$ cat src/rtl/fetch_decode_stage.sv
// Instruction fetch and IF/ID pipeline register for the 16-bit MiniMips core.
// Runs the imem request/valid handshake, absorbs stalls with a one-entry skid buffer, applies redirects.
module fetch_decode_stage #(
  parameter int unsigned         PC_WIDTH = 32,
  parameter logic [PC_WIDTH-1:0] RESET_PC = '0,
  parameter int unsigned         PC_STEP  = 2
) (
  input  logic                clk,
  input  logic                reset_n,
  output logic                imem_req,
  output logic [PC_WIDTH-1:0] imem_addr,
  input  logic [15:0]         imem_rdata,
  input  logic                imem_valid,
  input  logic                stall,
  input  logic                branch_taken,
  input  logic [PC_WIDTH-1:0] branch_target,
  output logic                id_valid,
  output logic [PC_WIDTH-1:0] id_pc,
  output logic [PC_WIDTH-1:0] id_pc_next,
  output logic [3:0]          id_opcode,
  output logic [2:0]          id_rs,
  output logic [2:0]          id_rt,
  output logic [2:0]          id_rd,
  output logic [2:0]          id_funct,
  output logic [5:0]          id_imm6
);

  localparam int unsigned INSTR_W = 16;

  typedef enum logic [1:0] {
    BOOT  = 2'd0,
    FETCH = 2'd1,
    HOLD  = 2'd2
  } state_t;

  state_t              state, state_d;
  logic [PC_WIDTH-1:0] pc, pc_d, pc_inc;
  logic [PC_WIDTH-1:0] skid_pc, sel_pc;
  logic [INSTR_W-1:0]  skid_instr, id_instr, sel_instr;
  logic                id_load, id_kill, skid_load, skid_clr;

  assign pc_inc    = pc + PC_WIDTH'(PC_STEP);
  assign imem_req  = (state == FETCH);
  assign imem_addr = pc;

  // Field split of the latched instruction word
  assign id_opcode = id_instr[15:12];
  assign id_rs     = id_instr[11:9];
  assign id_rt     = id_instr[8:6];
  assign id_rd     = id_instr[5:3];
  assign id_funct  = id_instr[2:0];
  assign id_imm6   = id_instr[5:0];

  // Next state, next pc and IF/ID / skid control
  always_comb begin
    state_d   = state;
    pc_d      = pc;
    id_load   = 1'b0;
    id_kill   = 1'b0;
    skid_load = 1'b0;
    skid_clr  = 1'b0;
    sel_pc    = pc;
    sel_instr = imem_rdata;
    unique case (state)
      BOOT: begin
        state_d = FETCH;
        if (branch_taken) begin
          pc_d    = branch_target;
          state_d = BOOT;
        end
      end
      FETCH: begin
        if (branch_taken) begin
          pc_d     = branch_target;
          id_kill  = 1'b1;
          skid_clr = 1'b1;
          state_d  = BOOT;
        end else if (imem_valid) begin
          if (stall) begin
            skid_load = 1'b1;
            state_d   = HOLD;
          end else begin
            id_load = 1'b1;
            pc_d    = pc_inc;
          end
        end else if (!stall) begin
          id_kill = 1'b1;
        end
      end
      HOLD: begin
        sel_pc    = skid_pc;
        sel_instr = skid_instr;
        if (branch_taken) begin
          pc_d     = branch_target;
          id_kill  = 1'b1;
          skid_clr = 1'b1;
          state_d  = BOOT;
        end else if (!stall) begin
          id_load = 1'b1;
          pc_d    = pc_inc;
          state_d = FETCH;
        end
      end
      default: state_d = BOOT;
    endcase
  end

  always_ff @(posedge clk) begin
    if (!reset_n) begin
      state <= BOOT;
      pc    <= RESET_PC;
    end else begin
      state <= state_d;
      pc    <= pc_d;
    end
  end

  // Skid buffer and IF/ID register
  always_ff @(posedge clk) begin
    if (!reset_n) begin
      skid_pc    <= '0;
      skid_instr <= '0;
      id_valid   <= 1'b0;
      id_pc      <= '0;
      id_pc_next <= '0;
      id_instr   <= '0;
    end else begin
      if (skid_load) begin
        skid_pc    <= pc;
        skid_instr <= imem_rdata;
      end else if (skid_clr) begin
        skid_pc    <= '0;
        skid_instr <= '0;
      end
      if (id_load) begin
        id_valid   <= 1'b1;
        id_pc      <= sel_pc;
        id_pc_next <= sel_pc + PC_WIDTH'(PC_STEP);
        id_instr   <= sel_instr;
      end else if (id_kill) begin
        id_valid <= 1'b0;
      end
    end
  end

endmodule

$ cat config.mk
export PLATFORM = sky130hd
export DESIGN_NAME = fetch_decode_stage
export DESIGN_NICKNAME = d
export VERILOG_FILES = /design/src/rtl/fetch_decode_stage.sv
export SDC_FILE = /design/constraint.sdc
export NUM_CORES = 1
export LEC_CHECK = 0
export BUFFER_PORTS_ARGS = -buffer_cell sky130_fd_sc_hd__buf_2
export CAP_MARGIN = 0
export CORE_AREA = 2 2 160 123
export CTS_BUF_LIST = sky130_fd_sc_hd__clkbuf_4 sky130_fd_sc_hd__clkbuf_8
export DETAILED_ROUTE_END_ITERATION = 8
export DIE_AREA = 0 0 162 125
export PLACE_DENSITY = 0.7
export REMOVE_ABC_BUFFERS = 1
export SLEW_MARGIN = 25
export SYNTH_ARGS = -nofsm -noshare
export SYNTH_HDL_FRONTEND = slang
export SYNTH_SLANG_ARGS = --single-unit
export TNS_END_PERCENT = 1
$ cat constraint.sdc
create_clock -name clk -period 3.2 [get_ports clk]
set_input_delay 0.32 -clock clk [delete_from_list [all_inputs] [get_ports clk]]
set_output_delay 0.32 -clock clk [all_outputs]
set_load 0.1 [all_outputs]
## Word-level counts from Yosys, hierarchy flattened

Index checks and enable logic that the tools add are counted.

| word-level totals | value |
|---|---|
| register bits | 163 |
| output and inout port bits | 120 |
| logic and storage cells | 58 |

| cells by class | value |
|---|---|
| add/subtract/negate cells | 2 |
| equality and inequality tests | 6 |
| mux-type cells | 35 |
| reductions and logical operators | 7 |

Operators by type and width:

| kind | number |
|---|---|
| $mux 32 | 8 |
| $pmux 32 s3 | 1 |
| $add 32x2->32 const B | 2 |
| $mux 16 | 3 |
| $mux 1 | 15 |
| $mux 2 | 5 |
| $ne 3x1->1 const B | 2 |
| $pmux 2 s3 | 1 |
| $reduce_and 3->1 | 2 |
| $pmux 1 s2 | 2 |
| $reduce_bool 2->1 | 2 |
| $ne 3x3->1 const B | 1 |
| $reduce_bool 3->1 | 1 |
| $eq 2x1->1 const B | 1 |
| $eq 2x2->1 const B | 1 |
| $logic_not 2->1 | 1 |
| $ne 2x2->1 const B | 1 |
| $reduce_or 2->1 | 1 |

## Depth between registers and ports, before layout

Gate-level depths: netlist of the first run.

| logic depth | value |
|---|---|
| depth in word-level cells | 6 |
| depth in mapped cells | 14 |
| mapped depth without buffers | 8 |

## Least setup slack after synthesis of the first run

OpenSTA, ideal clock, no wires.

| timing | value |
|---|---|
| kind | register to register |
| from | register state[0] |
| to | register id_pc_next[31] |
| library setup time | 0.079 ns |
| arrival | 3.057 ns |
| path slack | 0.064 ns |
| cell stages (with the launch flop) | 15 |
| path buffers | 6 |
| period minus slack after synthesis | 3.136 ns |
| path through | dfxtp_1 inv_1 ha_1 buf_6 buf_8 buf_2 buf_2 clkbuf_1 mux2_2 ha_1 and2_1 clkbuf_1 nand4_1 or4_1 o211ai_1 |

| between the ends | value |
|---|---|
| word-level cells in the longest chain between the ends | 3 |
| elaborated cells on any way between the ends | 5 |

RTL lines:

| element | line | source |
|---|---|---|
| start: declaration | 36 | `state_t state, state_d;` |
| start signal: assignment | 113 | `state <= state_d;` |
| $eq 2x2->1 | 64 | `unique case (state)` |
| $mux 32 | 64 |  |
| named net sel_pc[2] | 38 | `logic [PC_WIDTH-1:0] skid_pc, sel_pc;` |
| $add 32x2->32 | 138 | `id_pc_next <= sel_pc + PC_WIDTH'(PC_STEP);` |
| end signal: assignment | 138 |  |
| end: declaration | 19 | `output logic [PC_WIDTH-1:0] id_pc_next,` |

The timed path passes the listed nets, and every way through them passes these cells.
A chain may end at the register's enable or synchronous reset.

## Worst setup path after layout of the first run

| timing | value |
|---|---|
| from | register state[0] |
| to | register id_pc_next[30] |

| between the ends | value |
|---|---|
| word-level cells in the longest chain between the ends | 3 |
| elaborated cells on any way between the ends | 5 |

RTL lines:

| element | line |
|---|---|
| $eq 2x2->1 | 64 |
| $mux 32 | 64 |
| $add 32x2->32 | 138 |

Parallel ways exist; a longest one is shown, timed or not.

==> results of run 1 <==
-- stage by stage --
| step | instance area [um^2] | std cells | total power [uW] |
|---|---|---|---|
| 2_1_floorplan | 7810 | 913 | 2700 |
| 3_3_place_gp | 9340 | 1375 | 2930 |
| 3_5_place_dp | 9340 | 1375 | 2930 |
| 4_1_cts | 9780 | 1405 | 4610 |
| 5_1_grt | 9780 | 1405 | 4750 |
| 6_report | 9780 | 1405 | 4590 |
-- final cells by class --
| cell class | instances | share of cell area, % |
|---|---|---|
| sequential | 162 | 33.2 |
| inverter | 10 | 0.409 |
| clock inverter | 8 | 1.56 |
| tap | 253 | 3.24 |
| timing repair buffer | 209 | 12.0 |
| multi-input combinational | 741 | 46.7 |
| clock buffer | 22 | 2.90 |
-- registers in the layout, indices dropped and copies added (netlist names) --
register and cells:
id_instr 16, skid_pc 32, skid_instr 16, imem_addr 32, id_pc_next 31, id_valid 1, id_pc 32, state 2
-- cells in the final DEF, fill, tap and decap left out, types with 5 or more instances in the layout --
master / count
or3_1: 9
and2_1: 6
dfxtp_1: 162
nor4_1: 5
and3_1: 7
xnor2_1: 9
nand2_1: 78
mux2_2: 6
or4_1: 16
ha_1: 6
nand4b_1: 7
nand3b_1: 12
mux2i_1: 43
a22oi_1: 55
buf_4: 34
a211oi_1: 45
o21ai_0: 35
nand3_1: 72
a31oi_1: 9
nor3_1: 18
o211ai_1: 13
inv_1: 8
nand2b_1: 7
o311ai_0: 10
nor2_1: 136
nand4_1: 27
buf_2: 172
a21oi_1: 44
a32o_1: 6
clkbuf_8: 19
-- power by group through the flow --
stage | clock [uW] | sequential, uW | combinational [uW]
after floorplan | 0 | 2460 | 243
after global placement | 0 | 2190 | 740
after detailed placement | 0 | 2190 | 743
after CTS | 1720 | 2140 | 745
after global routing | 1800 | 2160 | 795
final | 1690 | 2150 | 751
-- worst min-delay path, stage by stage --
cell and delay [ps]:
buf_2 100, nand2_1 40, a21oi_1 50
-- what timing repair did --
item,CTS,global route
endpoints found under the setup margin,0,1
hold buffers,0,0
resized for setup,0,1
-- final timing paths --
kind               startpoint        endpoint  slack (ps)  depth (start not counted)
min          branch_target[0]    imem_addr[0]          90                          3
min reg2reg     id_pc_next[1]   id_pc_next[1]         460                          2
max                  state[0]  id_pc_next[30]         260                          9
max reg2reg          state[0]  id_pc_next[30]         260                          9
-- synth_stat cells (7+ instances only) --
master	n
nor2_1	136
dfxtp_1	162
o211ai_1	13
nand4b_1	7
clkbuf_1	73
buf_2	14
o21ai_0	35
or3_1	9
nand3b_1	12
nand3_1	73
nand2b_1	8
nand2_1	78
o311ai_0	10
a22oi_1	55
inv_1	8
mux2i_1	43
or4_1	16
a31oi_1	9
and3_1	7
ha_1	7
xnor2_1	9
nor3_1	19
buf_4	8
buf_1	9
a21oi_1	45
a211oi_1	45
nand4_1	27
-- layer usage --
| layer | routed length (um) | up-vias | global-route usage, % |
|---|---|---|---|
| li1 | - | 4010 | - |
| met1 | 12100 | 3819 | 36.9 |
| met2 | 10700 | 378 | 35.8 |
| met3 | 2030 | 27 | 3.98 |
| met4 | 368 | 0 | 7.39 |
| met5 | 0 | - | 0 |
-- kinds of logic (layout without fill, tap and decap cells) --
kind of cell    Yosys count  after routing  share of synthesized area, %
mux                      49             49                          6.02
flops                   162            162                          39.2
fa+ha+maj                 7              7                          1.06
compound gates          257            257                          21.5
buf+inv                 116            249                          6.06
xor+xnor                 11             11                          1.16
simple gates            417            417                          25.0
==> key figures, run 1 <==
Floorplanning
  • Row count: 44
  • Die Footprint: around 0.020 mm^2
  • Num ports: 173
  • Die Width: ~160 um
  • Initial Util: a little over two fifths
  • Core area: ~0.019 mm^2
  • Die height: around 130 um

Power and ir drop
  • Logic pwr share: between 10% and 20%
  • Sw Share: roughly a third
  • Clock power share: 36.9%
  • Net Sw Power: roughly 1400 uW
  • Pint: approximately 3100 uW
  • Pwr Density: about 470 mW/mm^2
  • Reg power frac: a little under half
  • P_leak: 0.00367 uW
  • Peak VDD IR: about 0.00023 V

Clocking
  • CTS tree: yes
  • Root Buffer Master: clkbuf_8
  • Clock slew at reported path FFs: 90 ps
  • # clock sinks: 162
  • TritonCTS Buffers: 17
  • Post-CTS setup buffer count: 0
  • Clk Latency, worst-skew pair: 460 ps
  • Maximum root-to-sink buffer count: 2
  • # H-tree levels: 4

Placed design
  • Detailed placer's ending HPWL: 17200 um
  • Final GP Congestion: a little over 0.9
  • Dpl ws: around 290 ps
  • Port buffer count: roughly 170

STA
  • Clk_skew: 14.4 ps
  • Period minus WS final: roughly 2900 ps
  • Final hold violations: 0
  • Slew HR: around 40%
  • Final Max Tran Viols: 0
  • Tcrit/Tclk final: 92.0%
  • Setup WS post-layout: about 260 ps
  • Max Fclk: roughly 340 MHz
  • Final setup TNS: 0 ps
  • Worst Tran Pin Value: roughly 910 ps
  • Final setup vio count: 0
  • Min Hold Slack: 93.9 ps
  • RSZ-0062 raised after global routing: false

Synthesis
  • Asr flop ratio synth: 0%
  • Post-synth top area cell: dfxtp_1
  • Cell count after synthesis: 1019
  • Post-synth EDFFs: 0
  • Primary FF master, synth: dfxtp_1
  • Area of the mapped netlist: about 0.0083 mm^2
  • Largest cells by area after synthesis: dfxtp_1, nor2_1, mux2i_1, a22oi_1, nand3_1
  • Ys Warns: 0
  • Yosys reg bits: between 150 and 200
  • Seq/Total Area, Yosys: 39.2%
  • Mean Syn Cell Area: between 8 and 9 um^2
  • Post-synth top area share: between 30% and 40%
  • Count of cell types in the netlist: 61

Detailed routing
  • Routed length per placed instance: 17.9 um
  • ANT nets after route: 0
  • Total Wirelength: 25200 um
  • Vias post-DR: between 8000 and 9000
  • Initial drt markers: slightly above 700
  • Via density: 5.86
  • DRC violations left: 0
  • 1st-pass router iterations: 5

Global routing
  • Antenna violations before repair: 0
  • GRT overflow: 0
  • Number of global-route vias before repair: 7362
  • First-pass GRT wire length: 40200 um
  • Gr usage total: approximately 24%
  • Largest net degree at the start of global routing: 84

Setup path
  • Slowest CP cell: or4_1
  • Crit path kind: register to register
  • Critical path, cell by cell: inv_1 > ha_4 > buf_4 > nand3b_4 > a222oi_1 > buf_4 > nand3b_1 > or4_1 > nand3_1
  • Crit start category: register
  • Critical path arrival: 3340 ps
  • Worst-path maximum fanout: 31
  • Largest stage delay, worst path: roughly 600 ps
  • CP bufs+invs: 3
  • Most common cell on crit path: buf_4
  • CP top delay family: simple AND/OR/NAND/NOR gates
  • Worst EP required: about 3600 ps
  • Crit end category: register

Finish
  • Ant diodes: 0
  • Final Net Count: around 1200
  • Fill cells: approximately 1900
  • Utilization after layout: 52.0%
  • Area delta synth->final: 18.2%
  • Share of cells above drive strength 1: 22.6%
  • Reg area: 0.00324 mm^2
  • Area of the multi-input gates: 0.00457 mm^2

Flow run
  • Max-cap violation count: 0

Outcome
  • Outcome: finished clean

Worst hold path
  • Hold Crit Class: input pin to register
Note: power is estimated with default switching activity, not from simulation.
==> run 2: changes to the inputs <==
RECOVER_POWER = 100   (was unset)
==> key figures, run 2 (synthesis results as in run 1) <==
Clocking
  • Clk Latency, worst-skew pair: approximately 470 ps
  • # H-tree levels: 4
  • CTS Hold Bufs: 0
  • Root Buffer Master: clkbuf_8
  • CTS tree: yes
  • Post-CTS sizing: 0
  • Clock slew at reported path FFs: 90 ps
  • Post-CTS setup buffer count: 0
  • # clock sinks: approximately 160
  • TritonCTS Buffers: 17
  • Maximum root-to-sink buffer count: 2

Setup path
  • Reg-to-reg endpoint: id_pc_next[26]
  • CP endpoint: id_pc_next[26]
  • Reg-to-reg critical path startpoint: state[0]
  • Crit end category: register
  • Crit. Startpoint: state[0]
  • Crit start category: register
  • Worst EP required: 3600 ps
  • Crit path kind: register to register
  • Worst-case reg-to-reg path depth: 9
  • Worst-path maximum fanout: 31
  • Critical path arrival: between 3000 and 4000 ps
  • Flop-to-flop setup slack: 250 ps

Floorplanning
  • Initial Util: a little over two fifths
  • Core area: roughly 0.019 mm^2
  • Die height: 125 um
  • Num ports: 173
  • Row count: 44
  • Die Footprint: between 0.02 and 0.025 mm^2
  • Die Width: around 160 um

Global routing
  • Gr usage total: 24.5%
  • Number of global-route vias before repair: approximately 7400
  • Largest net degree at the start of global routing: 84
  • GRT overflow: 0
  • First-pass GRT wire length: 40200 um
  • Antenna violations before repair: 0

Finish
  • Most common cell after layout, fill and taps aside: dfxtp_1
  • Share of cells above drive strength 1: 11.6%
  • Final Net Count: 1201
  • Area delta synth->final: 16.0%
  • Final instance area: a little under 0.01 mm^2
  • Most frequent cells in the layout: dfxtp_1, nor2_1, clkbuf_1
  • Ant diodes: 0

Detailed routing
  • Via density: approximately 6
  • Top sig layer: met4
  • Initial drt markers: roughly 780
  • 1st-pass router iterations: 6
  • Routed length per placed instance: 18.0 um
  • DRC violations left: 0
  • Vias post-DR: slightly above 8000
  • Length of routed met3 wiring: roughly 2000 um
  • Total Wirelength: between 20000 and 30000 um
  • Met1 WL: roughly 12000 um
  • ANT nets after route: 0
  • Met2 wire length: around 11000 um

STA
  • Clk_skew: approximately 15 ps
  • Max Fclk: 339 MHz
  • Final Max Tran Viols: 0
  • RSZ-0062 raised after global routing: false
  • Worst Tran Pin Value: around 1300 ps
  • Final setup vio count: 0
  • Period minus WS final: ~2900 ps
  • Final hold violations: 0
  • Tcrit/Tclk final: around 92%
  • Final setup TNS: 0 ps
  • Slew HR: between 15 and 20%

Outcome
  • Outcome: finished clean

Placed design
  • Cell Area, Placed: 0.00934 mm^2
  • Detailed placer's ending HPWL: approximately 17000 um
  • Final GP Congestion: 0.908
  • Port buffer count: around 170

Power and ir drop
  • Pwr Density: around 480 mW/mm^2
  • P_leak: 0.00315 uW
  • Peak VDD IR: ~0.00023 V

Flow run
  • Max-cap violation count: 0

Worst hold path
  • Hold Crit Class: input pin to register
[run 2: cell types whose count changed in the layout (fill, tap and decap cells not counted), moves of 3 or more]
cell      delta
buf_2      -120
buf_4        -6
clkbuf_1   +122
clkbuf_2     +3
[run 2: metal layers]
layer	up-vias	track usage, %
met5	-	0
li1	4005	-
met2	398	35.8
met1	3813	36.9
met4	0	7.39
met3	34	3.98
[run 2: area by class of cell]
type	instances	area (um^2)
timing repair buffer	209	1010
clock inverter	8	153
multi-input combinational	741	4550
clock buffer	22	284
inverter	10	40.0
tap	253	317
sequential	162	3240
fill	1918	9230
[run 2: report_power, final]
group | internal [uW] | switching (uW) | leakage, uW
logic | 165 | 574 | 0.00163
clock network | 914 | 780 | 0.000216
registers | 2060 | 89.7 | 0.00131
total | 3140 | 1440 | 0.00315
[run 2: metrics by stage]
step           hold WS, ps  utilization, %  total power, uW  setup slack [ps]  std cells
3_3_place_gp           440            49.6             2930               400       1375
5_1_grt                112            51.0             4730              48.3       1405
6_report              92.0            51.0             4580               250       1405
3_5_place_dp           448            49.6             2930               288       1375
4_1_cts               79.3            51.9             4610               275       1405
2_1_floorplan          437               -             2700             -7220        913
[run 2: worst max-delay path, stage by stage (launching register included)]
cell and delay, ps:
dfxtp_1 420, inv_1 120, ha_4 300, clkbuf_4 250, nand3b_4 190, a222oi_1 440
buf_4 230, nand3b_1 250, or4_1 590, nand3_1 90
[run 2: worst min-delay path by stage]
stage / startpoint / to / cells past startpoint
after detailed placement: id_pc_next[6] / id_pc_next[6] / 2
after global routing: branch_target[0] / imem_addr[0] / 3
after CTS: branch_target[0] / imem_addr[0] / 3
after global placement: id_pc_next[8] / id_pc_next[8] / 2
final: branch_target[0] / imem_addr[0] / 3
after floorplan: reset_n / imem_addr[6] / 1
==> run 3: changes to the inputs <==
MAX_ROUTING_LAYER = met4   (was unset)
PLACE_DENSITY = 0.67   (was 0.7)
clock period = 2.77 ns   (was 3.2 ns; I/O delays follow)
==> key figures, run 3 (synthesis results as in run 1) <==
Floorplanning
  • Die height: 125 um
  • Initial Util: between 40% and 50%
  • Core area: between 0.015 and 0.02 mm^2
  • Die Width: between 150 and 200 um
  • Row count: 44
  • Num ports: roughly 170
  • Die Footprint: approximately 0.020 mm^2

Clocking
  • Maximum root-to-sink buffer count: 2
  • # H-tree levels: 4
  • # clock sinks: 162
  • Clock slew at reported path FFs: about 90 ps
  • Root Buffer Master: clkbuf_8
  • CTS tree: yes
  • Clk Latency, worst-skew pair: 470 ps
  • TritonCTS Buffers: 17

Power and ir drop
  • Pwr Density: ~540 mW/mm^2
  • Reg power frac: between 40% and 50%
  • Logic pwr share: 16.7%
  • Total power: 5280 uW
  • Peak VDD IR: about 0.00034 V
  • Clock power share: 36.5%
  • Pint: 3500 uW
  • P_leak: between 0.003 and 0.004 uW
  • Sw Share: 33.7%
  • Net Sw Power: about 1800 uW

Finish
  • Most common cell after layout, fill and taps aside: dfxtp_1
  • Ant diodes: 0
  • Fill cells: between 1500 and 2000
  • Area delta synth->final: 18.1%
  • Share of cells above drive strength 1: ~14%
  • Most frequent cells in the layout: dfxtp_1, nor2_1, clkbuf_1
  • Final Net Count: 1228

Setup path
  • Worst-case reg-to-reg path depth: 8
  • Critical path arrival: 3030 ps
  • Crit start category: register
  • Reg-to-reg critical path startpoint: state[1]
  • Flop-to-flop setup slack: ~150 ps
  • Crit. Startpoint: state[1]
  • CP endpoint: id_pc_next[25]
  • Worst-path maximum fanout: 33
  • Crit path kind: register to register
  • Reg-to-reg endpoint: id_pc_next[25]
  • Crit end category: register
  • Worst EP required: ~3200 ps

Placed design
  • Port buffer count: 172
  • Detailed placer's ending HPWL: about 18000 um
  • Final GP Congestion: 0.892

Worst hold path
  • Hold Crit Class: input pin to register

STA
  • Tcrit/Tclk final: 94.6%
  • Final setup vio count: 0
  • Clk_skew: ~15 ps
  • Slew HR: around 17%
  • Worst Tran Pin Value: 1240 ps
  • Min Hold Slack: 58.5 ps
  • Final hold violations: 0
  • Max Fclk: ~380 MHz
  • Final Max Tran Viols: 0
  • Period minus WS final: around 2600 ps

Detailed routing
  • 1st-pass router iterations: 7
  • DRC violations left: 0
  • Routed length per placed instance: between 15 and 20 um
  • Total Wirelength: approximately 26000 um
  • ANT nets after route: 0
  • Initial drt markers: 856
  • Vias post-DR: 8467
  • Via density: between 5 and 6

Global routing
  • Largest net degree at the start of global routing: 60
  • GRT overflow: 0
  • First-pass GRT wire length: 41100 um
  • Antenna violations before repair: 0
  • Gr usage total: around a quarter
  • Number of global-route vias before repair: 7571

Outcome
  • Outcome: finished clean

Flow run
  • Max-cap violation count: 0
-- run 3: cell types whose count changed in the layout (fill, tap and decap cells not counted), moves of 2 or more --
cell and change:
clkbuf_4 -4, buf_4 +23, inv_8 +2, clkbuf_8 -2
inv_6 +5, clkbuf_1 +3, clkbuf_2 +2, buf_12 -2
-- run 3: final cells by class --
type                       instances  area, um^2  share of cell area, %
sequential                       162        3240                   33.2
inverter                          10        40.0                  0.410
clock buffer                      17         234                   2.39
multi-input combinational        741        4560                   46.6
clock inverter                    15         196                   2.01
tap                              253         317                   3.24
timing repair buffer             236        1180                   12.1
-- run 3: power groups by stage --
stage               combinational [uW]  clock [uW]  sequential [uW]
floorplan                          280           0             2840
global route                       936        2070             2480
detailed placement                 890           0             2520
finish                             881        1920             2470
CTS                                893        1960             2470
global placement                   887           0             2520
-- run 3: metal layers --
| layer | global-route usage [%] | part of all wire [%] |
|---|---|---|
| met1 | 38.8 | 47 |
| met2 | 36.3 | 43 |
| met3 | 5.37 | 9.1 |
| met4 | 6.25 | 0.95 |
| met5 | - | 0 |
-- run 3: worst min-delay path by stage --
stage               cells past startpoint             to  slack, ps         startpoint
floorplan                               1   imem_addr[6]        390            reset_n
global placement                        2  id_pc_next[8]        440      id_pc_next[8]
detailed placement                      2  id_pc_next[8]        450      id_pc_next[8]
CTS                                     3   imem_addr[0]         40   branch_target[0]
global route                            3  imem_addr[30]         40  branch_target[30]
finish                                  3   imem_addr[0]         60   branch_target[0]
-- run 3: stage by stage --
stage                     area, um^2  setup WS (ps)  setup TNS [ps]  cells  utilization, %
after global routing            9770          -33.3           -62.7   1434            51.9
final                           9770            150               0   1434            51.9
after global placement          9490            113               0   1397            50.4
after detailed placement        9490           44.0               0   1397            50.4
after CTS                       9920           25.3               0   1429            52.7
after floorplan                 7810          -7650         -735790    913               -
-- run 3: critical path, stage by stage (launching register included) --
cell and delay (ps):
dfxtp_1 460, ha_4 300, buf_8 260, buf_4 190, nand4_1 110, a22oi_1 300
nand3_2 290, or4_1 560, nand3_1 90
-- run 3: repair_timing --
action                     in CTS  in global routing
gates resized for setup         0                  2
hold buffers                    0                  0
setup buffers                   0                  5
setup endpoints to repair       0                  8
